## src/rtl/obi_mmio_ctrl_multi.sv

```systemverilog
// OBI MMIO control/status block for up to 16 accelerator channels: start pulse, busy,
// sticky W1C done/match, saturating run-cycle counter and a maskable level interrupt.
package obi_mmio_ctrl_multi_pkg;
  typedef struct packed {
    logic        req;
    logic [31:0] addr;
    logic        we;
    logic [3:0]  be;
    logic [31:0] wdata;
    logic [3:0]  aid;
  } obi_req_t;

  typedef struct packed {
    logic        gnt;
    logic        rvalid;
    logic [31:0] rdata;
    logic        err;
    logic [3:0]  rid;
  } obi_rsp_t;
endpackage

// state | meaning
// IDLE  | channel waiting for a CTRL start
// RUN   | channel started, counting cycles until done_i
module obi_mmio_ctrl_multi #(
  parameter int unsigned NumChannels = 4,
  parameter int unsigned DataWidth   = 32,
  parameter int unsigned CntWidth    = 32,
  parameter type obi_req_t = obi_mmio_ctrl_multi_pkg::obi_req_t,
  parameter type obi_rsp_t = obi_mmio_ctrl_multi_pkg::obi_rsp_t
) (
  input  logic                   clk_i,
  input  logic                   rst_i,
  input  obi_req_t               obi_req_i,
  output obi_rsp_t               obi_rsp_o,
  output logic [NumChannels-1:0] start_o,
  input  logic [NumChannels-1:0] done_i,
  input  logic [NumChannels-1:0] match_i,
  output logic                   irq_o
);

  typedef enum logic {IDLE, RUN} state_e;

  localparam int unsigned CycBase = 5;

  state_e                 state_q [NumChannels];
  state_e                 state_d [NumChannels];
  logic [CntWidth-1:0]    cnt_q [NumChannels];
  logic [CntWidth-1:0]    cnt_d [NumChannels];
  logic [CntWidth-1:0]    cycles_q [NumChannels];
  logic [CntWidth-1:0]    cycles_d [NumChannels];
  logic [NumChannels-1:0] done_q, done_d, match_q, match_d;
  logic [NumChannels-1:0] irq_en_q, irq_en_d, start_q, start_d;
  logic                   irq_q, irq_d, rvalid_q, rvalid_d, err_q, err_d;
  logic [DataWidth-1:0]   rdata_q, rdata_d;
  logic [$bits(obi_req_i.aid)-1:0] rid_q, rid_d;

  logic [5:0]             word_idx;
  logic [NumChannels-1:0] wr_bits, busy, start_req, clr_req, set_req;
  logic [CntWidth-1:0]    cnt_inc;
  logic [DataWidth-1:0]   cyc_rdata;
  logic                   cyc_hit;
  logic                   unused_req;

  assign word_idx   = obi_req_i.addr[7:2];
  assign wr_bits    = obi_req_i.wdata[NumChannels-1:0];
  assign unused_req = ^{obi_req_i.be, obi_req_i.addr, obi_req_i.wdata};

  always_comb begin
    busy      = '0;
    cyc_hit   = 1'b0;
    cyc_rdata = '0;
    for (int c = 0; c < NumChannels; c++) begin
      busy[c] = (state_q[c] == RUN);
      if (int'(word_idx) == int'(CycBase) + c) begin
        cyc_hit   = 1'b1;
        cyc_rdata = DataWidth'(cycles_q[c]);
      end
    end
  end

  // Bus decode: rdata is built from pre-edge state, writes take effect at the edge.
  always_comb begin
    rvalid_d  = obi_req_i.req;
    rid_d     = obi_req_i.req ? obi_req_i.aid : '0;
    err_d     = 1'b0;
    rdata_d   = '0;
    start_req = '0;
    clr_req   = '0;
    irq_en_d  = irq_en_q;
    if (obi_req_i.req) begin
      if (obi_req_i.addr[1:0] != 2'b00) begin
        err_d = 1'b1;
      end else if (word_idx == 6'd0) begin
        if (obi_req_i.we) begin
          if ((wr_bits & busy) != '0) err_d = 1'b1;
          else start_req = wr_bits;
        end
      end else if (word_idx == 6'd1) begin
        if (obi_req_i.we) err_d = 1'b1;
        else rdata_d = DataWidth'(busy);
      end else if (word_idx == 6'd2) begin
        if (obi_req_i.we) clr_req = wr_bits;
        else rdata_d = DataWidth'(done_q);
      end else if (word_idx == 6'd3) begin
        if (obi_req_i.we) clr_req = wr_bits;
        else rdata_d = DataWidth'(match_q);
      end else if (word_idx == 6'd4) begin
        if (obi_req_i.we) irq_en_d = wr_bits;
        else rdata_d = DataWidth'(irq_en_q);
      end else if (cyc_hit) begin
        if (obi_req_i.we) err_d = 1'b1;
        else rdata_d = cyc_rdata;
      end else begin
        err_d = 1'b1;
      end
    end
  end

  always_comb begin
    state_d  = state_q;
    cnt_d    = cnt_q;
    cycles_d = cycles_q;
    start_d  = '0;
    set_req  = '0;
    cnt_inc  = '0;
    match_d  = match_q;
    for (int c = 0; c < NumChannels; c++) begin
      cnt_inc = (cnt_q[c] == '1) ? cnt_q[c] : cnt_q[c] + 1'b1;
      case (state_q[c])
        IDLE: begin
          if (start_req[c]) begin
            state_d[c] = RUN;
            cnt_d[c]   = '0;
            start_d[c] = 1'b1;
          end
        end
        RUN: begin
          // The completing cycle itself is counted, so a done in the start cycle yields 1.
          if (done_i[c]) begin
            state_d[c]  = IDLE;
            cycles_d[c] = cnt_inc;
            set_req[c]  = 1'b1;
          end else begin
            cnt_d[c] = cnt_inc;
          end
        end
        default: state_d[c] = IDLE;
      endcase
      if (set_req[c]) match_d[c] = match_i[c];
      else if (clr_req[c]) match_d[c] = 1'b0;
    end
    done_d = (done_q & ~clr_req) | set_req;
    irq_d  = |(done_q & irq_en_q);
  end

  always_ff @(posedge clk_i or posedge rst_i) begin
    if (rst_i) begin
      state_q  <= '{default: IDLE};
      cnt_q    <= '{default: '0};
      cycles_q <= '{default: '0};
      done_q   <= '0;
      match_q  <= '0;
      irq_en_q <= '0;
      start_q  <= '0;
      irq_q    <= 1'b0;
      rvalid_q <= 1'b0;
      err_q    <= 1'b0;
      rdata_q  <= '0;
      rid_q    <= '0;
    end else begin
      state_q  <= state_d;
      cnt_q    <= cnt_d;
      cycles_q <= cycles_d;
      done_q   <= done_d;
      match_q  <= match_d;
      irq_en_q <= irq_en_d;
      start_q  <= start_d;
      irq_q    <= irq_d;
      rvalid_q <= rvalid_d;
      err_q    <= err_d;
      rdata_q  <= rdata_d;
      rid_q    <= rid_d;
    end
  end

  assign start_o = start_q;
  assign irq_o   = irq_q;

  always_comb begin
    obi_rsp_o        = '0;
    obi_rsp_o.gnt    = 1'b1;
    obi_rsp_o.rvalid = rvalid_q;
    obi_rsp_o.rdata  = rdata_q;
    obi_rsp_o.err    = err_q;
    obi_rsp_o.rid    = rid_q;
  end

endmodule

```

## config.mk

```make
export PLATFORM = sky130hd
export DESIGN_NAME = obi_mmio_ctrl_multi
export DESIGN_NICKNAME = d
export VERILOG_FILES = /design/src/rtl/obi_mmio_ctrl_multi.sv
export SDC_FILE = /design/constraint.sdc
export NUM_CORES = 1
export LEC_CHECK = 0
export BUFFER_PORTS_ARGS = -buffer_cell sky130_fd_sc_hd__buf_2
export CAP_MARGIN = 20
export CORE_ASPECT_RATIO = 2
export CORE_MARGIN = 1.5
export CORE_UTILIZATION = 60
export CTS_CLUSTER_DIAMETER = 60
export DETAILED_ROUTE_END_ITERATION = 16
export MAX_ROUTING_LAYER = met4
export PLACE_DENSITY_LB_ADDON = 0.08
export SYNTH_ARGS = -nofsm -noshare
export SYNTH_HDL_FRONTEND = slang
export SYNTH_SLANG_ARGS = --single-unit
```

## constraint.sdc

```tcl
create_clock -name clk_i -period 16 [get_ports clk_i]
set_input_delay 0.8 -clock clk_i [delete_from_list [all_inputs] [get_ports clk_i]]
set_output_delay 0.8 -clock clk_i [all_outputs]
set_load 0.1 [all_outputs]
```

Word level (Yosys, flattened, before mapping)
Cells that the tools add are included. Widths: inputs -> output; s select.

Flip-flop bits (word level): 315. Output and inout bits: 44. Word-level logic and storage cells: 172.

Add/subtract/negate cells: 4. Equality and inequality tests: 20. Mux-type cells: 93. Bitwise operators: 14. Reductions and logical operators: 17.

Operators with widths (count): $mux 32 (25); $pmux 32 s2 (4); $add 32x1->32 const B (4); $eq 32x32->1 const B (4); $mux 4 (17); $mux 1 (43); $eq 6x4->1 const B (3); $ne 2x2->1 const B (8); $reduce_and 2->1 (8); $and 4x4->4 (3); $eq 6x2->1 const B (2); $reduce_bool 2->1 (5); $not 1->1 (9); $pmux 1 s2 (4); $reduce_and 8->1 (1); $eq 6x1->1 const B (1); $eq 6x3->1 const B (1); $eq 6x5->1 const B (1); $logic_not 6->1 (1); $not 4->4 (1); $or 4x4->4 (1); $reduce_bool 4->1 (1); $reduce_or 4->1 (1).

Longest topological paths before layout
Gate-level depths: netlist of run 1.

Depth after elaboration: 14. Gate-level depth with buffers: 9. Gate-level depth less buffers: 6.

Least setup slack after synthesis of run 1
Ideal clock, no wire load.

Path kind: input port to flip-flop. Start point: input obi_req_i[44] (netlist name). End point: register cnt_q[110] (netlist name). Library setup time: 0.119 ns. Arrival: 2.564 ns. Required time: 15.881 ns. Setup slack: 13.317 ns. Cell stages on the path: 8. Buffers on the path: 2. Cell sequence: nor3_1 -> and4_1 -> clkbuf_1 -> a31oi_1 -> inv_1 -> buf_2 -> nand2_1 -> o21a_1.

Cells in the longest elaborated chain, start to end: 6.

Ends and longest elaborated chain: from (decl) (RTL line 34) `input obi_req_t obi_req_i,`; $logic_not 6->1 (RTL line 94) `end else if (word_idx == 6'd0) begin`; $mux 4 (RTL line 94); $mux 4 (RTL line 92) `if (obi_req_i.addr[1:0] != 2'b00) begin`; $mux 4 (RTL line 91) `if (obi_req_i.req) begin`; $ne 2x2->1 (no line); $reduce_and 2->1 (no line); to (signal assigned) (RTL line 173) `cnt_q <= cnt_d;`; to (decl) (RTL line 48) `logic [CntWidth-1:0] cnt_q [NumChannels];`.

No other way between the ends. A chain may end at the register's enable or synchronous reset.

Final worst setup path of run 1
Start point: input obi_req_i[44] (netlist name). End point: register cnt_q[97] (netlist name).

Same word-level chain as after synthesis.

==> results of run 1 <==
-- power by group through the flow --
stage	clock, µW	combinational [µW]	sequential, µW
after global placement	0	61.5	830
after floorplan	0	40.0	830
final	793	63.8	815
after CTS	799	62.7	815
after detailed placement	0	62.6	830
after global routing	829	70.4	815
-- cell families (layout without fill, tap and decap cells) --
| family | Yosys count | after routing | share of synthesized area [%] |
|---|---|---|---|
| adders and majority gates | 4 | 4 | 0.282 |
| AOI/OAI and AO/OA | 548 | 548 | 20.1 |
| other | 1 | 4 | 0.0211 |
| buffers and inverters | 198 | 188 | 4.76 |
| and+or+nand+nor | 847 | 847 | 24.2 |
| muxes | 58 | 58 | 3.51 |
| xor gates and xnor gates | 54 | 54 | 2.66 |
| DFF | 315 | 315 | 44.4 |
-- final cells by class --
cell class                      count  area (µm²)
Clock buffer                       33         781
Clock inverter                     21         302
Inverter                           36         143
Sequential cell                   315        7880
Timing Repair Buffer               98         619
Antenna cell                        3        7.51
Multi-Input combinational cell   1512        9050
Tap cell                          360         450
Fill cell                        2394        9730
-- registers in the layout (all words and copies together), names as in the netlist --
name / flops
busy: 4
cnt_q: 128
cycles_q: 128
done_q: 4
err_q: 1
irq_en_q: 4
irq_o: 1
match_q: 4
rdata_q: 32
rid_q: 4
rvalid_q: 1
start_o: 4
-- cells in the final DEF (no fill, tap or decap), types with 6 or more instances in the layout --
| cell | count |
|---|---|
| a211o_1 | 12 |
| a211oi_1 | 8 |
| a21o_1 | 13 |
| a21oi_1 | 82 |
| a22o_1 | 6 |
| a22oi_1 | 44 |
| a311oi_1 | 14 |
| a31oi_1 | 97 |
| a32oi_1 | 6 |
| and2_1 | 25 |
| and3_1 | 29 |
| and4_1 | 20 |
| buf_2 | 70 |
| buf_4 | 23 |
| bufinv_16 | 7 |
| clkbuf_16 | 29 |
| clkinv_2 | 6 |
| clkinvlp_4 | 7 |
| dfrtp_1 | 315 |
| inv_1 | 34 |
| mux2_2 | 34 |
| mux2i_1 | 24 |
| nand2_1 | 232 |
| nand2b_1 | 10 |
| nand3_1 | 120 |
| nand3b_1 | 15 |
| nand4_1 | 54 |
| nor2_1 | 163 |
| nor3_1 | 49 |
| nor4_1 | 22 |
| o211ai_1 | 31 |
| o21ai_0 | 148 |
| o311ai_0 | 16 |
| o31ai_1 | 26 |
| or3_1 | 44 |
| or4_1 | 29 |
| xnor2_1 | 46 |
| xor2_1 | 8 |
-- metrics by stage --
stage | setup slack (ps) | instance area [µm²]
after floorplan | 6490 | 17800
after global placement | 12130 | 18000
after detailed placement | 12070 | 18100
after CTS | 12660 | 19100
after global routing | 12370 | 19200
final | 12590 | 19200
-- worst max path at each step --
stage	start	to	depth (start not counted)
after floorplan	rst_i	busy[0]	1
after global placement	obi_req_i[44]	cnt_q[97]	8
final	obi_req_i[44]	cnt_q[97]	8
after CTS	obi_req_i[44]	cnt_q[97]	8
after detailed placement	obi_req_i[44]	cnt_q[97]	8
after global routing	obi_req_i[44]	cnt_q[97]	8
-- per-layer routing --
layer | global-route usage [%] | wire length (µm) | vias up
met1 | 39.8 | 19600 | 7902
met4 | 25.1 | 4390 | 0
li1 | - | - | 7422
met3 | 3.21 | 2580 | 178
met2 | 62.0 | 27700 | 586
met5 | - | 0 | -
==> summary.txt, run 1 <==
STA
  • Minimum hold slack: ~330 ps
  • Final Setup Violations: 0
  • Clock skew: around 15 ps
  • Fin crit share: around a fifth
  • Minimum clock period: around 3400 ps
  • Hold violation total from the final report: 0
  • Pins over their slew limit: 0
  • Slew margin rel.: about 25%
  • Setup_tns: 0 ps
  • RSZ-0062 raised after global routing: false
  • Least-Margin Pin Slew: between 1000 and 1500 ps
  • FMAX: approximately 290 MHz

Critical path
  • RR Endpoint: cnt_q[97]
  • Buf/Inv on CP: 3
  • Crit end category: flip-flop
  • Delay-heaviest family, CP: simple AND/OR/NAND/NOR gates
  • CP required: 16460 ps
  • Worst R2R Start: busy[1]
  • CP Launch Type: primary input
  • Peak per-stage delay on the critical path: 810 ps
  • CP Cell Sequence: buf_2, nor3_1, and4_1, a31oi_1, buf_4, inv_1, o21ai_0, a32o_1
  • CP Data Arrival Time: between 3000 and 4000 ps
  • Setup CP Type: primary input to flip-flop
  • Worst Path Max Fanout: 50
  • Slowest-stage cell, CP: nor3_1
  • R2R Setup Slk: roughly 13000 ps
  • R2R depth: 7

Placement
  • Post-DP HPWL: around 38000 µm
  • Routability cong.: 0.955
  • # placed instances: between 2000 and 2500
  • Port Buf Inserts: 70

Clock tree
  • # Post-CTS Setup Buffers: 0
  • Cts bufs inserted: 29
  • Clock-pin slew on the worst setup and hold paths: about 70 ps
  • Clk sinks: approximately 320
  • Resize count post-CTS: 0
  • Max clock buf depth: 3
  • Worst-Skew Late Latency: between 500 and 600 ps
  • H-tree Lvls: 1
  • CTS tree: built
  • Post-CTS Hold Buffers: 0
  • Clock Root Buffer: clkbuf_16

Yosys
  • Count leader, synth: dfrtp_1
  • Main synth FF type: dfrtp_1
  • Library cells used by synthesis: a little over 80
  • Seq/Total Area, Yosys: about 44%
  • Synth area leaders: dfrtp_1, nand2_1, o21ai_0
  • Mapped Nets: approximately 2100
  • Area fraction of the dominant cell type after synthesis: about 44%
  • Post-synth ARST share: 100%
  • Syn_area_per_cell: roughly 8.8 µm²
  • Post-synth top cells: dfrtp_1, nand2_1, nor2_1
  • Largest area contributor in the netlist: dfrtp_1
  • Mapped Area: between 15000 and 20000 µm²
  • FF+latch count, synth: ~320
  • Post-synth EDFFs: 0
  • Yosys Warn Count: 0
  • Cells after Synth: just over 2000

Final layout
  • Layout cell share with drive strength beyond 1: 10.9%
  • Layout Nets: between 2000 and 2500
  • Finished Layout Cells: about 2400
  • Layout overhead on the synthesized area: 8.32%
  • Final Core Density: 66.4%

GRT
  • First-pass GRT wire length: 84900 µm
  • Total grt overflow: 0
  • Antenna violations before repair: 3
  • GRT Total Usage: 36.2%
  • Largest net degree at the start of global routing: 103
  • Vias in the first global route: 15400

Route
  • Antenna violation net count after detailed routing: 0
  • Vias per cell: roughly 6.8
  • Via count: 16100
  • Drt drc: 0
  • Iteration-0 DRC Markers: between 1000 and 1500
  • WL/cell: around 23 µm
  • Routed Wire Length: around 54000 µm
  • Drt pass-1 iters: 5

Worst hold path
  • Hold WC Path Type: primary input to asynchronous set/reset pin

Power
  • Combinational Power Share: around 3.8%
  • Power Total: 1670 µW
  • Internal: between 1000 and 1500 µW
  • NetSw: approximately 380 µW
  • Leak Pwr: a little over 0.008 µW
  • Clk network pwr share: between 40% and 50%
  • Net Sw Frac: approximately 23%
  • Worst VDD drop: ~0.093 mV
  • Cell Pwr Density: 86.9 nW/µm²
  • Sequential fraction of design power: 48.8%

Run
  • Max-cap violations: 0

Floorplan
  • Die X: approximately 120 µm
  • Die Y: around 250 µm
  • Core Footprint: roughly 29000 µm²
  • Core Rows: 88
  • Total die area: ~30000 µm²
  • Num ports: around 130
  • Initial Util: 61.3%

Outcome
  • Status: complete, no violations
No activity file was read; power rests on OpenSTA's default activity.
==> inputs of run 2 (changes only) <==
==> constraint.sdc (replaced) <==
create_clock -name clk_i -period 3.4 [get_ports clk_i]
set_input_delay 0.17 -clock clk_i [delete_from_list [all_inputs] [get_ports clk_i]]
set_output_delay 0.17 -clock clk_i [all_outputs]
set_load 0.1 [all_outputs]
==> run 2 against run 1 <==
  * The flow now finishes with violations (negative hold slack)
  * Clock skew up 1.8 ps
  * Combinational power rose to 5.1 times the previous value
  * Sequential share of layout area down 0.33 points
  * Sequential cell count unchanged
  * Via count up 0.44%
  * Critical endpoint unchanged
  * Largest cell class unchanged
==> summary.txt, run 2 (synthesis gave the netlist of run 1 again) <==
Route
  • Routed Wire Length: between 50000 and 60000 µm
  • Via count: roughly 16000
  • Drt drc: 0
  • WL/cell: between 20 and 25 µm
  • Iteration-0 DRC Markers: around 1400
  • Antenna violation net count after detailed routing: 0
  • Drt pass-1 iters: 5
  • Vias per cell: around 6.7

Clock tree
  • Max clock buf depth: 3
  • Worst-Skew Late Latency: slightly below 600 ps
  • Clock-pin slew on the worst setup and hold paths: roughly 70 ps
  • Resize count post-CTS: 0
  • Clock Root Buffer: clkbuf_16
  • Cts bufs inserted: 29
  • Clk sinks: ~320
  • # Post-CTS Setup Buffers: 0
  • CTS tree: built
  • H-tree Lvls: 1

Final layout
  • Area of the multi-input gates: 9050 µm²
  • Most common cell after layout, fill and taps aside: dfrtp_1
  • Fillers: 2489
  • Final Core Density: 66.9%
  • Top Registers: cnt_q: 128 flops, cycles_q: 128 flops, rdata_q: 32 flops
  • Layout Nets: about 2100
  • Commonest non-fill, non-tap cells in the layout: dfrtp_1, nand2_1, nor2_1
  • FF/Latch Area: 7880 µm²
  • Layout cell share with drive strength beyond 1: a little under an eighth
  • Layout overhead on the synthesized area: 9.18%

Floorplan
  • Total die area: 30700 µm²
  • Core Rows: between 80 and 90
  • Die Y: 246 µm
  • Die X: 125 µm
  • Num ports: 128
  • Initial Util: between 60% and 70%
  • Core Footprint: approximately 29000 µm²

STA
  • Minimum clock period: between 2000 and 3000 ps
  • Fin crit share: roughly 85%
  • Setup_tns: 0 ps
  • FMAX: roughly 350 MHz
  • Pins over their slew limit: 0
  • Least-Margin Pin Slew: 1110 ps
  • Final Setup Violations: 0
  • RSZ-0062 raised after global routing: false
  • Hold violation total from the final report: 1
  • Clock skew: about 17 ps
  • Minimum hold slack: -4.53 ps
  • Slew margin rel.: about a quarter

Critical path
  • Worst Path Max Fanout: 15
  • CP required: between 3000 and 4000 ps
  • Crit end category: flip-flop
  • CP Launch Type: flip-flop
  • CP Data Arrival Time: approximately 3400 ps
  • Setup CP Type: flip-flop to flip-flop

Placement
  • Post-DP HPWL: 39000 µm
  • Routability cong.: approximately 0.98
  • Port Buf Inserts: 70

Run
  • Max-cap violations: 0

Power
  • Leak Pwr: slightly above 0.008 µW
  • Worst VDD drop: around 0.40 mV
  • Combinational Power Share: 4.4%
  • NetSw: around 1700 µW
  • Internal: ~5700 µW
  • Sequential fraction of design power: around half
  • Cell Pwr Density: between 300 and 400 nW/µm²
  • Net Sw Frac: about a quarter
  • Clk network pwr share: a little over two fifths

GRT
  • Met1 GRT Util: a little over 40%
  • Largest net degree at the start of global routing: roughly 130
  • Antenna violations before repair: 2
  • Vias in the first global route: ~15000
  • First-pass GRT wire length: ~86000 µm
  • GRT Total Usage: 36.8%
  • GRT Max-Usage Layer: met2
  • Met3 Use GR: around 3.6%
  • Met2 Usage GRT: between 60% and 70%
  • Total grt overflow: 0

Worst hold path
  • Hold WC Path Type: primary input to flip-flop

Outcome
  • Status: finished, violations left
  • Failing checks: negative hold slack
[run 2: layer usage]
layer / wire length, µm / share of wire, % / up-vias
li1: - / - / 7497
met1: 19900 / 36 / 7863
met2: 28000 / 51 / 629
met3: 2840 / 5.1 / 170
met4: 4480 / 8.1 / 0
met5: 0 / 0 / -
[run 2: worst paths after layout]
kind | slack [ps] | startpoint | end | cells after the start
max | 510 | cnt_q[96] | cnt_q[97] | 6
max reg2reg | 510 | cnt_q[96] | cnt_q[97] | 6
min | -5 | obi_req_i[42] | err_q | 4
min in group asynchronous | 360 | rst_i | cycles_q[69] | 4
max in group asynchronous | 2450 | rst_i | rid_q[0] | 4
min reg2reg | 480 | cycles_q[33] | cycles_q[33] | 2
[run 2: timing repair]
| item | CTS | global route |
|---|---|---|
| hold buffers | 19 | 0 |
| setup endpoints to repair | 0 | 0 |
| endpoints found under the hold margin | 337 | 0 |
[run 2: final cells by class]
class,count,area share (%)
Antenna cell,2,0.0258
Clock buffer,40,4.27
Clock inverter,10,0.445
Inverter,36,0.716
Multi-Input combinational cell,1512,46.7
Sequential cell,315,40.7
Tap cell,360,2.32
Timing Repair Buffer,137,4.88
[run 2: power groups by stage]
stage | Sequential (µW) | Combinational (µW) | Clock [µW]
CTS | 3840 | 324 | 3270
detailed placement | 3910 | 307 | 0
floorplan | 3910 | 189 | 0
global route | 3840 | 357 | 3390
global placement | 3900 | 303 | 0
finish | 3840 | 324 | 3240
[run 2: per-stage QoR]
step / total power [µW] / std cells / worst slack [ps] / instance area [µm²] / hold WS [ps]
2_1_floorplan: 4100 / 2025 / -967 / 17800 / 201
3_3_place_gp: 4210 / 2340 / 703 / 18300 / 370
3_5_place_dp: 4210 / 2340 / 640 / 18300 / 378
4_1_cts: 7430 / 2409 / 592 / 19400 / 1.44
5_1_grt: 7590 / 2412 / 244 / 19400 / 7.08
6_report: 7400 / 2412 / 506 / 19400 / -4.53
[run 2: critical path, cell delays in order, from the launching register on]
cell	delay (ps)
dfrtp_1	470
ha_1	290
nand3_1	230
nor3_2	580
nand3_1	650
o21ai_0	430
a32o_1	170
==> inputs of run 3 (changes only) <==
--- a/config.mk
+++ b/config.mk
@@ -14,6 +14,7 @@
 export DETAILED_ROUTE_END_ITERATION = 16
 export MAX_ROUTING_LAYER = met4
 export PLACE_DENSITY_LB_ADDON = 0.08
+export RECOVER_POWER = 50
 export SYNTH_ARGS = -nofsm -noshare
 export SYNTH_HDL_FRONTEND = slang
 export SYNTH_SLANG_ARGS = --single-unit
==> run 3 against run 2 <==
  * The flow finishes with violations (max-capacitance violations, max-slew violations)
  * Count of clock-buffer cells in the layout unchanged
  * Routed wire length increased by 0.14%
  * Via count increased by 0.17%
  * Die area unchanged
  * Critical path depth unchanged
  * Largest power group unchanged
  * Clock power about the same
  * Critical endpoint unchanged
  * Cell count unchanged
  * Clock skew increased by 5.6 ps
==> summary.txt, run 3 (synthesis gave the netlist of run 1 again) <==
Power
  • Cell Pwr Density: 383 nW/µm²
  • NetSw: around 1700 µW
  • Worst VDD drop: between 0.4 and 0.5 mV
  • Clk network pwr share: 43.8%
  • Sequential fraction of design power: 51.9%
  • Net Sw Frac: 23.6%
  • Internal: between 5000 and 6000 µW
  • Power Total: about 7400 µW
  • Combinational Power Share: roughly 4.3%
  • Leak Pwr: 0.00811 µW

Critical path
  • Setup CP Type: flip-flop to flip-flop
  • CP Cell Sequence: ha_1, nand3_1, nor3_2, nand3_1, o21ai_0, a32o_1
  • Peak per-stage delay on the critical path: 650 ps
  • Slowest-stage cell, CP: nand3_1
  • Worst R2R Start: cnt_q[96]
  • Crit end category: flip-flop
  • R2R Setup Slk: roughly 540 ps
  • CP Data Arrival Time: 3370 ps
  • Most used cell, CP: nand3_1
  • CP Launch Type: flip-flop
  • CP required: 3900 ps
  • Critical Path Source: cnt_q[96]
  • Worst Path Max Fanout: 15

Final layout
  • Fillers: about 2500
  • Layout cell share with drive strength beyond 1: between 10% and 20%
  • Most common cell after layout, fill and taps aside: dfrtp_1
  • Commonest non-fill, non-tap cells in the layout: dfrtp_1, nand2_1, nor2_1
  • Top Registers: cnt_q: 128 flops, cycles_q: 128 flops, rdata_q: 32 flops
  • Layout Nets: about 2100
  • Layout overhead on the synthesized area: 8.87%

Clock tree
  • Cts bufs inserted: 29
  • Clock Root Buffer: clkbuf_16
  • # Post-CTS Setup Buffers: 0
  • CTS tree: built
  • H-tree Lvls: 1
  • Worst-Skew Late Latency: ~580 ps
  • Max clock buf depth: 3
  • Clk sinks: 315
  • Clock-pin slew on the worst setup and hold paths: ~70 ps

STA
  • Fin crit share: about 84%
  • Pins over their slew limit: 267
  • Minimum clock period: between 2000 and 3000 ps
  • FMAX: about 350 MHz
  • RSZ-0062 raised after global routing: false
  • Hold violation total from the final report: 0
  • Final Setup Violations: 0
  • Clock skew: roughly 22 ps
  • Least-Margin Pin Slew: roughly 2500 ps
  • Slew margin rel.: -66.7%
  • Minimum hold slack: between 1.5 and 2 ps

Floorplan
  • Total die area: 30700 µm²
  • Num ports: approximately 130
  • Initial Util: between 60% and 70%
  • Die Y: about 250 µm
  • Die X: about 120 µm
  • Core Rows: between 80 and 90
  • Core Footprint: around 29000 µm²

Route
  • Iteration-0 DRC Markers: about 1400
  • Vias per cell: about 6.7
  • Drt pass-1 iters: 5
  • Routed Wire Length: between 50000 and 60000 µm
  • Antenna violation net count after detailed routing: 0
  • WL/cell: around 23 µm
  • Drt drc: 0
  • Via count: roughly 16000

GRT
  • Antenna violations before repair: 2
  • First-pass GRT wire length: 86200 µm
  • Total grt overflow: 0
  • GRT Total Usage: 36.8%
  • Vias in the first global route: ~15000
  • Largest net degree at the start of global routing: approximately 130

Placement
  • Port Buf Inserts: 70
  • Post-DP HPWL: about 39000 µm
  • Routability cong.: between 0.9 and 1

Run
  • Max-cap violations: 3

Outcome
  • Failing checks: max-capacitance violations, max-slew violations
  • Status: finished, violations left

Worst hold path
  • Hold WC Path Type: primary input to flip-flop
  • Hold Startpoint: obi_req_i[42]
run 3: critical path: cells and delay by family, from the launching register on:
| family | cells | cell delay [ps] |
|---|---|---|
| DFF | 1 | 460 |
| and+or+nand+nor | 3 | 1450 |
| AOI/OAI and AO/OA | 2 | 600 |
| adders and majority gates | 1 | 290 |
run 3: timing repair:
item	CTS	global route
hold buffers	19	0
endpoints found under the hold margin	337	0
resized for setup	0	0
run 3: worst paths after layout:
| kind | end | cells past startpoint |
|---|---|---|
| worst max-delay path | cnt_q[97] | 6 |
| max in group asynchronous | cycles_q[105] | 4 |
| worst max register to register | cnt_q[97] | 6 |
| worst min register to register | cycles_q[28] | 2 |
| worst min-delay path | err_q | 4 |
| min in group asynchronous | cycles_q[68] | 4 |
run 3: layer usage:
layer	global-route usage (%)	up-vias	part of all wire (%)
met5	-	-	0
met4	24.5	0	7.9
met3	3.58	161	5.4
met2	62.9	629	51
met1	40.9	7902	36
li1	-	7494	-
run 3: power groups by stage:
stage	Combinational, µW	Sequential [µW]	Clock, µW
2_1_floorplan	189	3910	0
3_3_place_gp	303	3900	0
3_5_place_dp	307	3910	0
4_1_cts	324	3840	3270
5_1_grt	350	3840	3390
6_report	317	3840	3240
run 3: metrics by stage:
step                std cells  setup TNS, ps  utilization [%]  instance area [µm²]  setup slack (ps)
floorplan                2025        -304560                -                17800              -967
global placement         2340              0             63.0                18300               703
detailed placement       2340              0             63.0                18300               640
CTS                      2409              0             66.8                19400               592
global route             2412              0             66.8                19300               244
finish                   2412              0             66.8                19300               536
run 3: final cells by class:
class	count	area (µm²)	share of cell area [%]
Inverter	36	136	0.706
Tap cell	360	450	2.33
Clock buffer	40	827	4.28
Clock inverter	10	86.3	0.447
Antenna cell	2	5.00	0.0259
Timing Repair Buffer	137	893	4.62
Sequential cell	315	7880	40.8
Multi-Input combinational cell	1512	9050	46.8
